--- config.mk ---
export PLATFORM = sky130hd
export DESIGN_NAME = mdu_sched
export DESIGN_NICKNAME = d
export VERILOG_FILES = /design/src/rtl/mdu_sched.sv
export SDC_FILE = /design/constraint.sdc
export NUM_CORES = 1
export LEC_CHECK = 0
export BUFFER_PORTS_ARGS = -buffer_cell sky130_fd_sc_hd__buf_2
export CELL_PAD_IN_SITES_DETAIL_PLACEMENT = 0
export CELL_PAD_IN_SITES_GLOBAL_PLACEMENT = 1
export CORE_MARGIN = 1.5
export CORE_UTILIZATION = 36
export CTS_CLUSTER_DIAMETER = 120
export CTS_CLUSTER_SIZE = 28
export DETAILED_ROUTE_END_ITERATION = 12
export PLACE_DENSITY_LB_ADDON = 0.1
export SLEW_MARGIN = 20
export SYNTH_ARGS = -nofsm -noshare
export SYNTH_HDL_FRONTEND = slang
export SYNTH_SLANG_ARGS = --single-unit
--- constraint.sdc ---
create_clock -name clk -period 6.1 [get_ports clk]
set_input_delay 1.22 -clock clk [delete_from_list [all_inputs] [get_ports clk]]
set_output_delay 1.22 -clock clk [all_outputs]
set_load 0.005 [all_outputs]
--- src/rtl/mdu_sched.sv ---
// mdu_sched: issue scheduler and register-file writeback arbiter for the
// multiply/divide unit. Decode ops are buffered in a small FIFO and issued
// one at a time. The ALU always owns the write port when it asks for it, and
// an MDU result that loses arbitration is parked until the port frees up.
//
// state | meaning
// ------+-----------------------------------------------------------------
// IDLE  | no op in flight; issues the FIFO head when one is available
// WAIT  | op issued, waiting for mdu_finish
// HOLD  | result captured, waiting for the ALU to release the write port
// DROP  | flushed while in flight; the next mdu_finish is swallowed
module mdu_sched #(
    parameter int DEPTH    = 2,
    parameter int XLEN     = 32,
    parameter int REG_SIZE = 5,
    parameter int INFO_W   = 12
) (
    input  logic                         clk,
    input  logic                         rst_n,
    input  logic                         flush,
    input  logic                         req_valid,
    output logic                         req_ready,
    input  logic [INFO_W-1:0]            req_info,
    input  logic [XLEN-1:0]              req_rs1,
    input  logic [XLEN-1:0]              req_rs2,
    input  logic [REG_SIZE-1:0]          req_rd,
    output logic                         mdu_start,
    output logic [INFO_W-1:0]            mdu_info,
    output logic [XLEN-1:0]              mdu_rs1,
    output logic [XLEN-1:0]              mdu_rs2,
    output logic [REG_SIZE-1:0]          mdu_rd,
    input  logic                         mdu_finish,
    input  logic [XLEN-1:0]              mdu_result,
    input  logic                         alu_wb_valid,
    input  logic [REG_SIZE-1:0]          alu_wb_rd,
    input  logic [XLEN-1:0]              alu_wb_data,
    output logic                         rf_we,
    output logic [REG_SIZE-1:0]          rf_waddr,
    output logic [XLEN-1:0]              rf_wdata,
    input  logic [REG_SIZE-1:0]          hz_rs1,
    input  logic [REG_SIZE-1:0]          hz_rs2,
    output logic                         hz_stall,
    output logic [$clog2(DEPTH+1)-1:0]   q_count
);

    localparam int PW = $clog2(DEPTH);
    localparam int CW = $clog2(DEPTH + 1);
    localparam logic [CW-1:0] FULL_CNT = CW'(DEPTH);

    typedef enum logic [1:0] {S_IDLE, S_WAIT, S_HOLD, S_DROP} state_t;

    state_t               state;
    logic [REG_SIZE-1:0]  cur_rd;
    logic [XLEN-1:0]      hold_data;

    logic [INFO_W-1:0]    q_info [DEPTH];
    logic [XLEN-1:0]      q_rs1  [DEPTH];
    logic [XLEN-1:0]      q_rs2  [DEPTH];
    logic [REG_SIZE-1:0]  q_rd   [DEPTH];
    logic [DEPTH-1:0]     q_vld;
    logic [PW-1:0]        wr_ptr;
    logic [PW-1:0]        rd_ptr;
    logic [CW-1:0]        count;

    logic push;
    logic issue;
    logic mdu_wr;

    // A pop never frees a slot for a same-cycle push, so readiness depends on
    // the registered occupancy alone.
    assign req_ready = (count != FULL_CNT) & ~flush;
    assign push      = req_valid & req_ready;
    assign issue     = (state == S_IDLE) & (count != '0) & ~flush;
    assign q_count   = count;

    assign mdu_start = issue;
    assign mdu_info  = issue ? q_info[rd_ptr] : '0;
    assign mdu_rs1   = issue ? q_rs1[rd_ptr]  : '0;
    assign mdu_rs2   = issue ? q_rs2[rd_ptr]  : '0;
    assign mdu_rd    = issue ? q_rd[rd_ptr]   : '0;

    assign mdu_wr = ~flush & ~alu_wb_valid &
                    (((state == S_WAIT) & mdu_finish) | (state == S_HOLD));

    // FIFO pointers, occupancy and per-entry valid flags (valid feeds hazard)
    always_ff @(posedge clk or negedge rst_n) begin
        if (!rst_n) begin
            wr_ptr <= '0;
            rd_ptr <= '0;
            count  <= '0;
            q_vld  <= '0;
        end else if (flush) begin
            wr_ptr <= '0;
            rd_ptr <= '0;
            count  <= '0;
            q_vld  <= '0;
        end else begin
            if (push) begin
                q_vld[wr_ptr] <= 1'b1;
                wr_ptr        <= wr_ptr + 1'b1;
            end
            if (issue) begin
                q_vld[rd_ptr] <= 1'b0;
                rd_ptr        <= rd_ptr + 1'b1;
            end
            count <= count + CW'(push) - CW'(issue);
        end
    end

    // FIFO payload storage; contents are qualified by q_vld so no reset needed
    always_ff @(posedge clk) begin
        if (push) begin
            q_info[wr_ptr] <= req_info;
            q_rs1[wr_ptr]  <= req_rs1;
            q_rs2[wr_ptr]  <= req_rs2;
            q_rd[wr_ptr]   <= req_rd;
        end
    end

    // Issue / completion / writeback sequencing
    always_ff @(posedge clk or negedge rst_n) begin
        if (!rst_n) begin
            state     <= S_IDLE;
            cur_rd    <= '0;
            hold_data <= '0;
        end else begin
            case (state)
                S_IDLE: begin
                    if (issue) begin
                        cur_rd <= q_rd[rd_ptr];
                        state  <= S_WAIT;
                    end
                end
                S_WAIT: begin
                    if (flush) begin
                        state <= mdu_finish ? S_IDLE : S_DROP;
                    end else if (mdu_finish) begin
                        if (alu_wb_valid) begin
                            hold_data <= mdu_result;
                            state     <= S_HOLD;
                        end else begin
                            state <= S_IDLE;
                        end
                    end
                end
                S_HOLD: begin
                    if (flush || !alu_wb_valid) state <= S_IDLE;
                end
                S_DROP: begin
                    if (mdu_finish) state <= S_IDLE;
                end
                default: state <= S_IDLE;
            endcase
        end
    end

    // Write-port mux: ALU first; x0 writes are suppressed but still consume
    // the MDU slot. Address/data read as zero whenever no write happens.
    always_comb begin
        logic                sel_v;
        logic [REG_SIZE-1:0] sel_rd;
        logic [XLEN-1:0]     sel_data;
        sel_v    = 1'b0;
        sel_rd   = '0;
        sel_data = '0;
        if (alu_wb_valid) begin
            sel_v    = 1'b1;
            sel_rd   = alu_wb_rd;
            sel_data = alu_wb_data;
        end else if (mdu_wr) begin
            sel_v    = 1'b1;
            sel_rd   = cur_rd;
            sel_data = (state == S_HOLD) ? hold_data : mdu_result;
        end
        rf_we    = sel_v & (sel_rd != '0);
        rf_waddr = rf_we ? sel_rd : '0;
        rf_wdata = rf_we ? sel_data : '0;
    end

    // RAW hazard against queued entries and the op in flight (not DROP)
    always_comb begin
        logic hit1;
        logic hit2;
        hit1 = 1'b0;
        hit2 = 1'b0;
        for (int i = 0; i < DEPTH; i++) begin
            if (q_vld[i] && (q_rd[i] == hz_rs1)) hit1 = 1'b1;
            if (q_vld[i] && (q_rd[i] == hz_rs2)) hit2 = 1'b1;
        end
        if ((state == S_WAIT) || (state == S_HOLD)) begin
            if (cur_rd == hz_rs1) hit1 = 1'b1;
            if (cur_rd == hz_rs2) hit2 = 1'b1;
        end
        hz_stall = (hit1 & (hz_rs1 != '0)) | (hit2 & (hz_rs2 != '0));
    end

endmodule

After elaboration in Yosys (flattened, before gate mapping):

Memory sizes are Yosys's and may differ from the RTL's.
Index checks and enable logic that the tools add are counted.

* shift operators: 0
* mux-type cells: 44
* reduce and logical (&&, ||, !) cells: 19
* add/subtract/negate cells: 4
* multipliers: 0
* equal/unequal tests: 14
* bitwise operators: 17
* magnitude comparators: 4
* divide/modulo/power cells: 0

Operator list (number)
* 32-bit two-way mux: 6
* 5-bit == test: 6
* 2-bit two-way mux: 12
* 5-bit two-way mux: 4
* 1-bit two-way mux: 18
* 5-bit nonzero test: 3
* 12-bit two-way mux: 1
* 1-bit AND: 10
* 2-bit inequality test, second input constant: 4
* 2-bit case mux with 4 select lines: 1
* 4-bit AND reduction: 2
* 1-bit logical AND: 6
* 2-bit nonzero test: 3
* 2-bit == test, second input constant: 2
* 1-bit by 2-bit less-than comparator with 1-bit output, second input constant: 2
* 3-bit inequality test, second input constant: 1
* 1-bit adder, second input constant: 2
* 2-bit by 1-bit adder with 2-bit output: 1
* 2-bit AND: 1
* 1-bit demux with 1-bit select: 2
* 2-bit by 1-bit == test with 1-bit output, second input constant: 1
* 1-bit greater-or-equal comparator, second input constant: 2
* 2-bit logical NOT: 1
* 1-bit logical OR: 2
* other kinds (7): 9

* latch bits: 0
* flip-flop bits (word level): 45
* logic and storage cells: 113
* output and inout port bits: 124
* bits in writable memories: 162
* ROM bits: 0
* memories: 4

Memories
* q_rs1: words 2, bits a word 32, rd ports 1, clocked after Yosys merged registers in 0, write ports 1, line 57 `logic [XLEN-1:0] q_rs1 [DEPTH];`
* q_rs2: words 2, bits a word 32, rd ports 1, clocked after Yosys merged registers in 0, write ports 1, line 58 `logic [XLEN-1:0] q_rs2 [DEPTH];`
* q_info: words 2, bits a word 12, rd ports 1, clocked after Yosys merged registers in 0, write ports 1, line 56 `logic [INFO_W-1:0] q_info [DEPTH];`
* q_rd: words 2, bits a word 5, rd ports 3, clocked after Yosys merged registers in 0, write ports 1, line 59 `logic [REG_SIZE-1:0] q_rd [DEPTH];`

Depth between registers and ports, before layout:

* depth in word-level cells: 10
* depth in mapped cells: 14
* gate-level depth less buffers: 11

Worst setup path after synthesis:

OpenSTA, ideal clock, no wires.

* path type: input-to-reg
* start: in flush
* end: mem q_info[0][0] (enable)
* data arrival time: 5.175 ns
* slack: 0.404 ns
* stages on the path: 4
* path buffers: 1
* library setup time: 0.521 ns
* cell sequence: buf_2 a21oi_1 nand2_1 nor2_1

* cells in the longest elaborated chain, start to end: 5

RTL lines
* start: declaration: line 20 `input logic flush,`
* 1-bit inverter (no source line)
* 1-bit AND: line 71 `assign req_ready = (count != FULL_CNT) & ~flush;`
* via req_ready: line 22 `output logic req_ready,`
* 1-bit AND: line 72 `assign push = req_valid & req_ready;`
* 1-bit two-way mux: line 112 `if (push) begin`
* 1-bit two-way mux (implied by the code): line 113 `q_info[wr_ptr] <= req_info;`
* end: declaration: line 56

The timed path passes the listed nets, and every way through them passes these cells.

Worst setup path in the final report:

* start: in alu_wb_valid
* end: out rf_wdata[27]

* cells in the longest elaborated chain, start to end: 8
* elaborated cells between the ends (all ways): 12
* classes of those cells: 7 x mux; 4 x bitwise; 1 x reduce/logical

RTL lines
* start: declaration: line 34 `input logic alu_wb_valid,`
* 1-bit inverter: line 82 `assign mdu_wr = ~flush & ~alu_wb_valid &`
* 1-bit AND (2 in series): line 82
* 5-bit two-way mux: line 170 `end else if (mdu_wr) begin`
* 5-bit two-way mux: line 166 `if (alu_wb_valid) begin`
* 5-bit nonzero test: line 175 `rf_we = sel_v & (sel_rd != '0);`
* 1-bit AND: line 175
* 32-bit two-way mux *: line 177 `rf_wdata = rf_we ? sel_data : '0;`
* end: declaration: line 39 `output logic [XLEN-1:0] rf_wdata,`

Mark *: on every way between the ends. The rest lies on a longest branch, timed or not.

==> reports/summary.txt <==
Slew @ Worst Pin: 692 ps
fin area: 0.0114 mm2
crit path launch: alu_wb_valid
Routed WL: 22.3 mm
H-tree Lvls: 1
FP Rows: 58
Worst Setup Slack, final: 2000 ps
# nets final: 1,097
Syn Nets: 823
final core area utilization: 45.2%
non-filler cells, final: 1,261
TritonCTS clock tree: done
worst path arrival time: 2880 ps
Setup WS pre-CTS: 2000 ps
Inst Count DP: 1,240
Post-Synthesis Cells: 651
Clock Latency Late Sink: 470 ps
IO buf count: 289
Setup crit end kind: output port
CTS Buf Count: 11
sequential fraction of the synthesis area: 65.2%
post-detail-place hpwl: 15.5 mm
Critical Path RT: 4880 ps
Yosys top cell by area: edfxtp_1
vias in the first global route: 6,239
#FFs+latches synth: 207
drt initial violations: 295
Avg Cell Area, Syn: 14.1 um2
Cell variety after synth: 34
YS warnings: 0
drt pass-1 iters: 4
I/O pin cnt: 290
CTS Buffer Depth: 3
CTS root buffer: clkbuf_16
power per cell area: 320 mW/mm2
Hold Crit Class: reg -> reg
total power: 3.63 mW
first-pass GRT wire length: 34.2 mm
Startpoint Class: input pin
clock tree sinks: 207
crit-path max FO: 40
final hold slack: 509 ps
relative slew slack: 53.9%
cts repair resizes: 0
Synth area leaders: edfxtp_1 (53%), dfrtp_1 (12%), mux2i_1 (8.9%)
gr ovfl total: 0
status: completed
Routed Antenna Nets: 0
overall die area: 0.0265 mm2
Post-synth EDFFs: 162
Max VDD drop: 0.243 mV
Routed WL per cell: 17.7 um
post-place instance area: 0.0110 mm2
Post-CTS Setup Repair Bufs: 0
vias per std cell: 4.80
unrepaired setup endpoints after global routing: no
synthesized area: 0.00919 mm2
leakage: 4.63 nW
DR vias: 6,055
Die Width: 163 um
Fmax: 244 MHz
clock slew at reported path FFs: 100 ps
Die Ht: 163 um
pin count of the biggest net entering global routing: 89
Final TNS setup: 0 ps
Slew Limit Fails: 0
CP Class: in -> out
area of the core: 0.0251 mm2
Period Utilization, post-route: 67.2%
number of max-cap violations: 0
Starting Density: 36.6%
fraction of layout cells with a size suffix above 1: 41.4%
Hold Violations, Final: 0
hold path start: hold_data[26]$_DFFE_PN0P_
Area growth, synth to finish: 23.5%
Final min period: 4100 ps
ys flop type: edfxtp_1
Final Setup Violations: 0
Critical R2R Launch: q_count[0]$_DFF_PN0_
R2R setup slack: 3590 ps
final setup skew: 20.0 ps
placer congestion estimate: 0.851
initial antenna violation count: 5
DR DRC count: 0
top-area cell type share of the netlist area: 52.9%
Post-synth ARST share: 21.7%
GRT Total Usage: 16.4%
hold_buf cts: 0
layout by cell type (no fill, tap or decap), types with 3 or more instances in the layout:
| master | n |
|---|---|
| nand3_1 | 3 |
| ha_1 | 6 |
| mux2i_1 | 82 |
| mux2_2 | 64 |
| inv_1 | 11 |
| nor2_1 | 120 |
| nor3_1 | 5 |
| clkbuf_16 | 12 |
| a22o_1 | 5 |
| dfrtp_1 | 44 |
| buf_4 | 8 |
| nand4_1 | 6 |
| nand2_1 | 7 |
| a21o_1 | 6 |
| buf_2 | 289 |
| nor2b_1 | 3 |
| edfxtp_1 | 162 |
| a22oi_1 | 33 |
| diode_2 | 4 |
| xnor2_1 | 27 |
| xor2_1 | 6 |
critical path, stage by stage:
cell and delay (ps):
buf_2 540, nor3_2 100, buf_4 270, a22oi_2 150, buf_4 330, nor2_1 100
buf_2 140
flip-flops by register name, summed over array words and instances, names as in the netlist:
register and cells:
q_count 2, q_info 24, q_rd 10, hold_data 32, q_rs1 64, q_rs2 64, rd_ptr 1, wr_ptr 1
state 2, cur_rd 5, q_vld 2
kinds of logic after synthesis:
group	Yosys count	synth area share (%)
XOR/XNOR	33	3.14
flip-flops	207	65.2
AO/OA/AOI/OAI	60	5.05
buffers and inverters	51	2.57
AND/OR/NAND/NOR	148	6.47
adder cells (fa/ha/maj)	6	0.817
multiplexers	146	16.8
layout make-up:
| class | count | area (um2) |
|---|---|---|
| fillers | 2365 | 13800 |
| flip-flops and latches | 207 | 5990 |
| multi-input cells | 393 | 2980 |
| repair buffers | 300 | 1580 |
| well taps | 330 | 413 |
| clock buffers | 14 | 308 |
| inverters | 12 | 46.3 |
| clock inverters | 1 | 16.3 |
| diodes | 4 | 10.0 |
per-layer routing:
| metal | part of all wire (%) | vias to the layer above | track usage (%) |
|---|---|---|---|
| met5 | 0.10 | - | 0 |
| met4 | 1.5 | 4 | 3.88 |
| met3 | 8.9 | 23 | 5.19 |
| met2 | 48 | 222 | 27.7 |
| met1 | 41 | 2876 | 20.5 |
| li1 | - | 2930 | - |
Yosys cell counts, types with 6 or more instances:
| master | number |
|---|---|
| a21o_1 | 6 |
| buf_2 | 30 |
| nor2_1 | 121 |
| ha_1 | 6 |
| clkbuf_1 | 6 |
| a22oi_1 | 34 |
| inv_1 | 12 |
| xnor2_1 | 27 |
| nand2_1 | 7 |
| nand4_1 | 6 |
| edfxtp_1 | 162 |
| mux2_2 | 64 |
| mux2i_1 | 82 |
| xor2_1 | 6 |
| dfrtp_1 | 45 |
| nor3_1 | 6 |
final timing paths:
kind                                             end  cells after the start
max                                     rf_wdata[27]                      7
min                        hold_data[26]$_DFFE_PN0P_                      1
max reg2reg                    q_rs1[1][2]$_DFFE_PP_                      5
min reg2reg                hold_data[26]$_DFFE_PN0P_                      1
max in group asynchronous         rd_ptr$_DFFE_PN0P_                      2
min in group asynchronous      cur_rd[3]$_DFFE_PN0P_                      2
where the power goes:
group	internal, mW	total (mW)	switching, mW
Combinational	0.456	0.913	0.457
Clock	0.364	0.797	0.433
Sequential	1.77	1.92	0.151
Total	2.59	3.63	1.04
(Power assumes the default switching activity.)
